$ cat src/rtl/pwm_meter.sv
// PWM input meter: synchronises pwm_in, measures period and high time in clk cycles,
// derives integer duty percent with a 7-step restoring divider and flags stuck inputs.
module pwm_meter #(
    parameter int CNT_W   = 20,
    parameter int TIMEOUT = 1000000
) (
    input  logic             clk,
    input  logic             rst,
    input  logic             pwm_in,
    output logic [CNT_W-1:0] period_cyc,
    output logic [CNT_W-1:0] high_cyc,
    output logic [6:0]       duty_pct,
    output logic             meas_valid,
    output logic             stuck_hi,
    output logic             stuck_lo,
    output logic             overrun
);

    localparam int               NUM_W  = CNT_W + 7;
    localparam logic [CNT_W-1:0] TO_VAL = CNT_W'(TIMEOUT);

    typedef enum logic [1:0] {IDLE, HI, LO} state_t;

    logic             sync1, pwm_s, pwm_d;
    logic             rise, fall, any_edge;
    logic [CNT_W-1:0] cnt;
    logic             armed, to_fire;
    state_t           state, state_next;
    logic             latch_hi, capture, accept, drop;
    logic [CNT_W-1:0] hi_lat, per_lat, hl;
    logic             div_busy, div_done, div_ge;
    logic [2:0]       div_idx;
    logic [NUM_W-1:0] div_rem, div_sub;
    logic [6:0]       div_quo;

    // NOTE: every register uses a synchronous reset and non-blocking assignments, so all
    // flops update together from values sampled before the edge.
    always_ff @(posedge clk) begin
        if (rst) begin
            sync1 <= 1'b0;
            pwm_s <= 1'b0;
            pwm_d <= 1'b0;
        end else begin
            sync1 <= pwm_in;
            pwm_s <= sync1;
            pwm_d <= pwm_s;
        end
    end

    assign rise     = pwm_s & ~pwm_d;
    assign fall     = ~pwm_s & pwm_d;
    assign any_edge = rise | fall;

    // cnt counts cycles since the last rise and parks at TIMEOUT.
    always_ff @(posedge clk) begin
        if (rst)                 cnt <= '0;
        else if (rise)           cnt <= CNT_W'(1);
        else if (cnt != TO_VAL)  cnt <= cnt + CNT_W'(1);
    end

    assign to_fire = (cnt == TO_VAL) && armed && !any_edge;

    always_ff @(posedge clk) begin
        if (rst)           armed <= 1'b1;
        else if (any_edge) armed <= 1'b1;
        else if (to_fire)  armed <= 1'b0;
    end

    always_ff @(posedge clk) begin
        if (rst) state <= IDLE;
        else     state <= state_next;
    end

    // NOTE: defaults first so no path through this block leaves a signal unassigned.
    always_comb begin
        state_next = state;
        latch_hi   = 1'b0;
        capture    = 1'b0;
        if (to_fire) begin
            state_next = IDLE;
        end else begin
            case (state)
                IDLE: if (rise) state_next = HI;
                HI:   if (fall) begin
                          latch_hi   = 1'b1;
                          state_next = LO;
                      end
                LO:   if (rise) begin
                          capture    = 1'b1;
                          state_next = HI;
                      end
                default: state_next = IDLE;
            endcase
        end
    end

    assign accept = capture & ~div_busy;
    assign drop   = capture & div_busy;

    always_ff @(posedge clk) begin
        if (rst) begin
            hi_lat  <= '0;
            per_lat <= '0;
            hl      <= '0;
        end else begin
            if (latch_hi) hi_lat <= cnt;
            if (accept) begin
                per_lat <= cnt;
                hl      <= hi_lat;
            end
        end
    end

    assign div_sub = NUM_W'(per_lat) << div_idx;
    assign div_ge  = (div_rem >= div_sub);

    // Quotient bit 6 first; the result is complete one cycle after index 0.
    always_ff @(posedge clk) begin
        if (rst) begin
            div_busy <= 1'b0;
            div_done <= 1'b0;
            div_idx  <= '0;
            div_rem  <= '0;
            div_quo  <= '0;
        end else if (to_fire) begin
            div_busy <= 1'b0;
            div_done <= 1'b0;
        end else if (accept) begin
            div_busy <= 1'b1;
            div_done <= 1'b0;
            div_idx  <= 3'd6;
            div_rem  <= NUM_W'(hi_lat) * NUM_W'(100);
            div_quo  <= '0;
        end else if (div_busy) begin
            if (div_ge) div_rem <= div_rem - div_sub;
            div_quo[div_idx] <= div_ge;
            if (div_idx == 3'd0) begin
                div_busy <= 1'b0;
                div_done <= 1'b1;
            end else begin
                div_idx <= div_idx - 3'd1;
            end
        end else begin
            div_done <= 1'b0;
        end
    end

    // A timeout outranks a divider completion landing in the same cycle.
    always_ff @(posedge clk) begin
        if (rst) begin
            period_cyc <= '0;
            high_cyc   <= '0;
            duty_pct   <= '0;
            meas_valid <= 1'b0;
            stuck_hi   <= 1'b0;
            stuck_lo   <= 1'b0;
            overrun    <= 1'b0;
        end else begin
            meas_valid <= 1'b0;
            if (drop) overrun <= 1'b1;
            if (to_fire) begin
                period_cyc <= '0;
                high_cyc   <= '0;
                duty_pct   <= pwm_s ? 7'd100 : 7'd0;
                stuck_hi   <= pwm_s;
                stuck_lo   <= ~pwm_s;
                meas_valid <= 1'b1;
            end else begin
                if (div_done) begin
                    period_cyc <= per_lat;
                    high_cyc   <= hl;
                    duty_pct   <= div_quo;
                    meas_valid <= 1'b1;
                end
                if (any_edge) begin
                    stuck_hi <= 1'b0;
                    stuck_lo <= 1'b0;
                end
            end
        end
    end

endmodule

$ cat config.mk
export PLATFORM = sky130hd
export DESIGN_NAME = pwm_meter
export DESIGN_NICKNAME = d
export VERILOG_FILES = /design/src/rtl/pwm_meter.sv
export SDC_FILE = /design/constraint.sdc
export NUM_CORES = 1
export LEC_CHECK = 0
export BUFFER_PORTS_ARGS = -buffer_cell sky130_fd_sc_hd__clkbuf_2
export CORE_MARGIN = 1.5
export CORE_UTILIZATION = 30
export CTS_CLUSTER_DIAMETER = 80
export DETAILED_ROUTE_END_ITERATION = 7
export PLACE_DENSITY_LB_ADDON = 0.3
export SLEW_MARGIN = 0
export SYNTH_ARGS = -nofsm -noshare
export SYNTH_HDL_FRONTEND = slang
export SYNTH_SLANG_ARGS = --single-unit
$ cat constraint.sdc
create_clock -name clk -period 4.21 [get_ports clk]
set_input_delay 0.842 -clock clk [delete_from_list [all_inputs] [get_ports clk]]
set_output_delay 0.842 -clock clk [all_outputs]
set_load 0.05 [all_outputs]
# [Yosys cells after proc, flatten, opt, wreduce, memory -nomap -nowiden]
# Index checks and enable logic that the tools add are counted.
[totals] mem_bits_ro=0 n_memories=0 reg_bits=176 out_inout_bits=51 latchBits=0 ram_bits=0
[classes] n_addsub=3 n_div=0 reduce_logical=20 n_shift=1 magnitude_cmp=3 bitwise=9 n_eq_ne=7 n_mul=1 muxes=33
[ops] op="27-bit two-way mux" count=3
[ops] op="7-bit two-way mux" count=5
[ops] op="27-bit >= comparator" count=1
[ops] op="20-bit by 3-bit << shifter with 27-bit output" count=1
[ops] op="27-bit subtractor" count=1
[ops] op="20-bit by 5-bit multiplier with 25-bit output, second input constant" count=1
[ops] op="20-bit by 1-bit adder with 20-bit output, second input constant" count=1
[ops] op="20-bit == test, second input constant" count=1
[ops] op="20-bit inequality test, second input constant" count=1
[ops] op="1-bit two-way mux" count=17
[ops] op="2-bit nonzero test" count=5
[ops] op="3-bit two-way mux" count=3
[ops] op="2-bit OR reduction" count=4
[ops] op="7-bit bitwise mux" count=1
[ops] op="3-bit AND reduction" count=2
[ops] op="1-bit bitwise AND" count=4
[ops] op="3-bit by 4-bit less-than comparator with 1-bit output, second input constant" count=1
[ops] op="2-bit two-way mux" count=2
[ops] op="2-bit inequality test, second input constant" count=2
[ops] op="1-bit inverter" count=4
[ops] op="2-bit case mux with 2 select lines" count=1
[ops] op="2-bit AND reduction" count=2
[ops] op="4-bit OR reduction" count=1
[ops] op="1-bit demux with 3-bit select" count=1
[ops] op="other kinds (10)" count=12

# [Depth between registers and ports, before layout]
[logic_depth] depth_word=9 mapped_depth=16

# [Least setup slack after synthesis]
# Ideal clock, no wire load.
[synth_path] path_kind="flip-flop to flip-flop" startpoint="reg div_idx[0]" endpoint="reg div_rem[0]" path_slack_ns=0.366 setup_time_ns=0.128 path_stages_with_launch=17 required_time_ns=4.082 arrival_ns=3.717 path_cell_list="dfxtp_1 clkbuf_1 clkinv_1 nor2_1 nand2_1 o21ai_0 nand2_1 ha_1 o21a_1 o31a_1 o311ai_1 a21oi_1 a41oi_1 o31ai_2 buf_4 mux2i_1 nor2_1"
[synth_between] elab_chain_cells=5 word_cells_on_any_way=8 classes_between="add/sub (1); order compare (1); shift (1); mux (3); reduce/logical (2)"
[synth_rtl] item="from (decl)" line_no="32" text="logic [2:0] div_idx;"
[synth_rtl] item="from (signal assigned)" line_no="141" text="div_idx <= div_idx - 3'd1;"
[synth_rtl] item="20-bit by 3-bit << shifter with 27-bit output *" line_no="114" text="assign div_sub = NUM_W'(per_lat) << div_idx;"
[synth_rtl] item="27-bit subtractor" line_no="135" text="if (div_ge) div_rem <= div_rem - div_sub;"
[synth_rtl] item="27-bit two-way mux" line_no="135"
[synth_rtl] item="27-bit two-way mux" line_no="134" text="end else if (div_busy) begin"
[synth_rtl] item="27-bit two-way mux" line_no="128" text="end else if (accept) begin"
[synth_rtl] item="to (signal assigned)" line_no="132" text="div_rem <= NUM_W'(hi_lat) * NUM_W'(100);"
[synth_rtl] item="to (signal assigned)" line_no="135"
[synth_rtl] item="to (decl)" line_no="33" text="logic [NUM_W-1:0] div_rem, div_sub;"
# Every way passes the cells marked *; elsewhere a longest branch is shown, timed or not. The select of a mux whose other input is x is not followed.
# A chain may end at the register's enable or synchronous reset.

# [Worst setup path in the final report]
[layout_path] startpoint="reg hi_lat[4]" endpoint="reg div_rem[23]"
[layout_between] elab_chain_cells=2
[layout_rtl] item="from (decl)" line_no="30" text="logic [CNT_W-1:0] hi_lat, per_lat, hl;"
[layout_rtl] item="from (signal assigned)" line_no="106" text="if (latch_hi) hi_lat <= cnt;"
[layout_rtl] item="20-bit by 5-bit multiplier with 25-bit output" line_no="132"
[layout_rtl] item="27-bit two-way mux" line_no="128"
# Every way passes these cells.

==> results.sh <==
export IMPL_status="complete, no violations"
export IMPL_firstDrtPassIters=5
export IMPL_finalWirelength_um=30100
export IMPL_arrival_ns=4.33
export IMPL_worstRegToRegCells=14
export IMPL_synth_ff_latch_count=176
export IMPL_max_stage_delay_ns=0.49
export IMPL_cts_buffer_depth=2
export IMPL_max_freq_mhz=252
export IMPL_cp_required_ns=4.58
export IMPL_hold_class="reg -> reg"
export IMPL_numCtsBuffers=17
export IMPL_synth_warning_count=0
export IMPL_r2r_setup_slack_ns=0.24
export IMPL_cp_max_fo=5
export IMPL_grt_pass1_vias=9059
export IMPL_power_density_nw_per_um2=280
export IMPL_hold_start="sync1"
export IMPL_drc=0
export IMPL_wl_per_cell_um=16.2
export IMPL_synth_cell_types=72
export IMPL_hpwlAfterDp_um=23000
export IMPL_crit_type="reg -> reg"
export IMPL_layoutNonFillerInstCount=1862
export IMPL_place_congestion=0.860
export IMPL_period_share_pct=94.2
export IMPL_antenna_found_initial=0
export IMPL_p_comb_share_pct=2.8
export IMPL_vias_per_cell=5.05
export IMPL_initial_core_util_pct=30.3
export IMPL_setup_viol=0
export IMPL_vias=9407
export IMPL_async_reset_ff_share_pct=0
export IMPL_p_int_mw=2.73
export IMPL_synthFlopType="dfxtp_1"
export IMPL_netSwitchingFraction_pct=21.8
export IMPL_min_period_ns=3.97
export IMPL_critPathSlowestCell="fa_1"
export IMPL_max_slew_margin_pct=40.5
export IMPL_syn_mean_instance_area_um2=8.17
export IMPL_tns_ns=0
export IMPL_grt_max_degree=57
export IMPL_whs_path_depth=1
export IMPL_grt_ovfl_total=0
export IMPL_crit_chain="ha_1, ha_1, inv_1, fa_1, inv_1, ha_1, o211ai_1, o211ai_1, a31oi_1, o311ai_0, o311ai_0, xnor2_1, nand3_1, a31oi_1"
export IMPL_rsz0062_at_grt="no"
export IMPL_critPathMostFrequentCell="ha_1"
export IMPL_synth_nets=1469
export IMPL_timing_rr_start="hi_lat[4]"
export IMPL_h_tree_depth=4
export IMPL_regToRegEndpoint="div_rem[23]"
export IMPL_tightest_slew_ns=0.892
export IMPL_holdWs_ns=0.453
export IMPL_tritoncts="yes"
export IMPL_clock_latency_ns=0.44
export IMPL_startpoint_type="register"
export IMPL_finalClockSkew_ns=0.0121
export IMPL_clkSlewWorstSetupHoldPaths_ns=0.07
export IMPL_cts_sinks=176
export IMPL_syn_inst=1353
export IMPL_drtAntennaViolNets=0
export IMPL_rows=70
export IMPL_vdd_ir_drop_worst_mv=0.246
export IMPL_drive_above_1_share_pct=10.5
export IMPL_leakage_nw=5.22
export IMPL_whs_endpoint="pwm_s"
export IMPL_dieArea_um2=38000
export IMPL_drv_cap=0
export IMPL_io_buffers=53
export IMPL_seqPwrFrac_pct=48.0
export IMPL_cts_root_buffer="clkbuf_16"
export IMPL_io_pins=54
export IMPL_synth_edff_count=0
export IMPL_grt_usage_pct=16.2
export IMPL_end_kind="register"
export IMPL_antennaDiodeCount=0
export IMPL_die_h_um=195
export IMPL_power_frac_clock_pct=49.3
export IMPL_syn2layout_area_growth_pct=13.1
export IMPL_drt_iter0_drc=582
export IMPL_syn_cell_area_um2=11000
export IMPL_grt_first_pass_wirelength_um=49100
export IMPL_dp_cells=1829
export IMPL_final_hold_viol_count=0
export IMPL_final_max_slew_viol_count=0
export IMPL_core_um2=36400
export IMPL_dieWidth_um=195
export IMPL_ys_seq_area_share_pct=31.9
export IMPL_startpoint="hi_lat[4]"
export IMPL_netSwitchingPower_mw=0.763
export IMPL_finalNetCount=1497
export IMPL_total_power_mw=3.50
worst max-delay path: cells and delay by family, from the launching register on:
kind | cells | cell delay [ns]
buf+inv | 2 | 0.09
fa+ha+maj | 4 | 1.39
compound gates | 6 | 1.45
flops | 1 | 0.47
xor+xnor | 1 | 0.36
simple gates | 1 | 0.14
power groups by stage:
stage	Sequential [mW]	Combinational, mW	Clock [mW]
after global placement	1.71	0.0981	0
after detailed placement	1.71	0.0976	0
after CTS	1.68	0.0982	1.76
final	1.68	0.0974	1.72
after floorplan	1.71	0.0728	0
after global routing	1.68	0.108	1.83
state kept, by name (all words and copies together), names as in the netlist:
name        count
div_rem        27
cnt            20
hi_lat         20
high_cyc       20
hl             20
per_lat        20
period_cyc     20
div_quo         7
duty_pct        7
div_idx         3
state           2
armed           1
div_busy        1
div_done        1
meas_valid      1
overrun         1
pwm_d           1
pwm_s           1
stuck_hi        1
stuck_lo        1
sync1           1
cell families (layout without fill, tap and decap cells):
group | Yosys count | after routing | share of synthesized area, %
compound gates | 304 | 304 | 16.7
xor+xnor | 46 | 46 | 3.65
buf+inv | 169 | 210 | 6.06
simple gates | 454 | 454 | 18.2
fa+ha+maj | 113 | 113 | 13.9
mux | 91 | 91 | 9.63
flops | 176 | 176 | 31.9
layer usage:
metal  part of all wire [%]  up-vias  GRT usage (%)
li1                       -     4749              -
met1                     47     4409           21.3
met2                     47      196           26.6
met3                    3.2       53           2.03
met4                    3.1        0           6.95
met5                      0        -              0
worst max-delay path by stage:
stage                       end  slack (ns)
finish              div_rem[23]        0.24
CTS                 div_rem[25]        0.14
detailed placement  div_rem[25]        0.16
global route        div_rem[23]        0.03
floorplan            div_rem[0]        0.37
global placement    div_rem[25]        0.17
cell usage in the layout, fill, tap and decap left out, types with 22 or more instances in the layout:
cell	n
ha_1	97
a21oi_1	142
xor2_1	22
nand3_1	38
o21ai_0	54
dfxtp_1	174
clkbuf_2	52
xnor2_1	24
mux2i_1	77
nor2_1	124
nand2_1	194
inv_1	94
buf_4	27
cell type report:
cell class | instances | area, µm²
Fill cell | 3901 | 23900
Inverter | 97 | 364
Timing Repair Buffer | 81 | 503
Clock buffer | 21 | 460
Multi-Input combinational cell | 1008 | 6880
Sequential cell | 176 | 3530
Clock inverter | 11 | 178
Tap cell | 468 | 586
synthesized netlist by cell type (all sizes together), types with 9 or more instances:
cell / number / share of area (%)
buf: 17 / 0.89
nor2b: 17 / 0.96
dfxtp: 176 / 32
a21o: 9 / 0.61
xor2: 22 / 1.7
inv: 94 / 3.2
a211oi: 15 / 1.0
nor3: 12 / 0.59
clkbuf: 55 / 1.9
nand2b: 10 / 0.57
ha: 97 / 11
nand2: 196 / 6.7
a21oi: 143 / 6.5
o21ai: 57 / 2.6
nand3: 38 / 1.7
a31oi: 13 / 0.74
o311ai: 9 / 0.71
mux2i: 77 / 7.0
xnor2: 24 / 1.9
nor2: 125 / 4.2
and3: 17 / 0.96
fa: 16 / 2.9
nand4: 10 / 0.57
mux4: 12 / 2.4
stage by stage:
stage | instance area (µm²) | setup slack [ns] | util [%]
floorplan | 11000 | 0.366 | -
global placement | 11800 | 0.175 | 32.5
detailed placement | 11800 | 0.158 | 32.5
CTS | 12500 | 0.142 | 34.3
global route | 12500 | 0.0267 | 34.3
finish | 12500 | 0.243 | 34.3
what timing repair did:
item | 4_1_cts | 5_1_grt
hold endpoints to repair | 0 | 0
hold buffers | 0 | 0
buffers inserted | 0 | 1
endpoints found under the setup margin | 0 | 9
gates resized for setup | 0 | 3
Note: power is estimated with default switching activity, not from simulation.
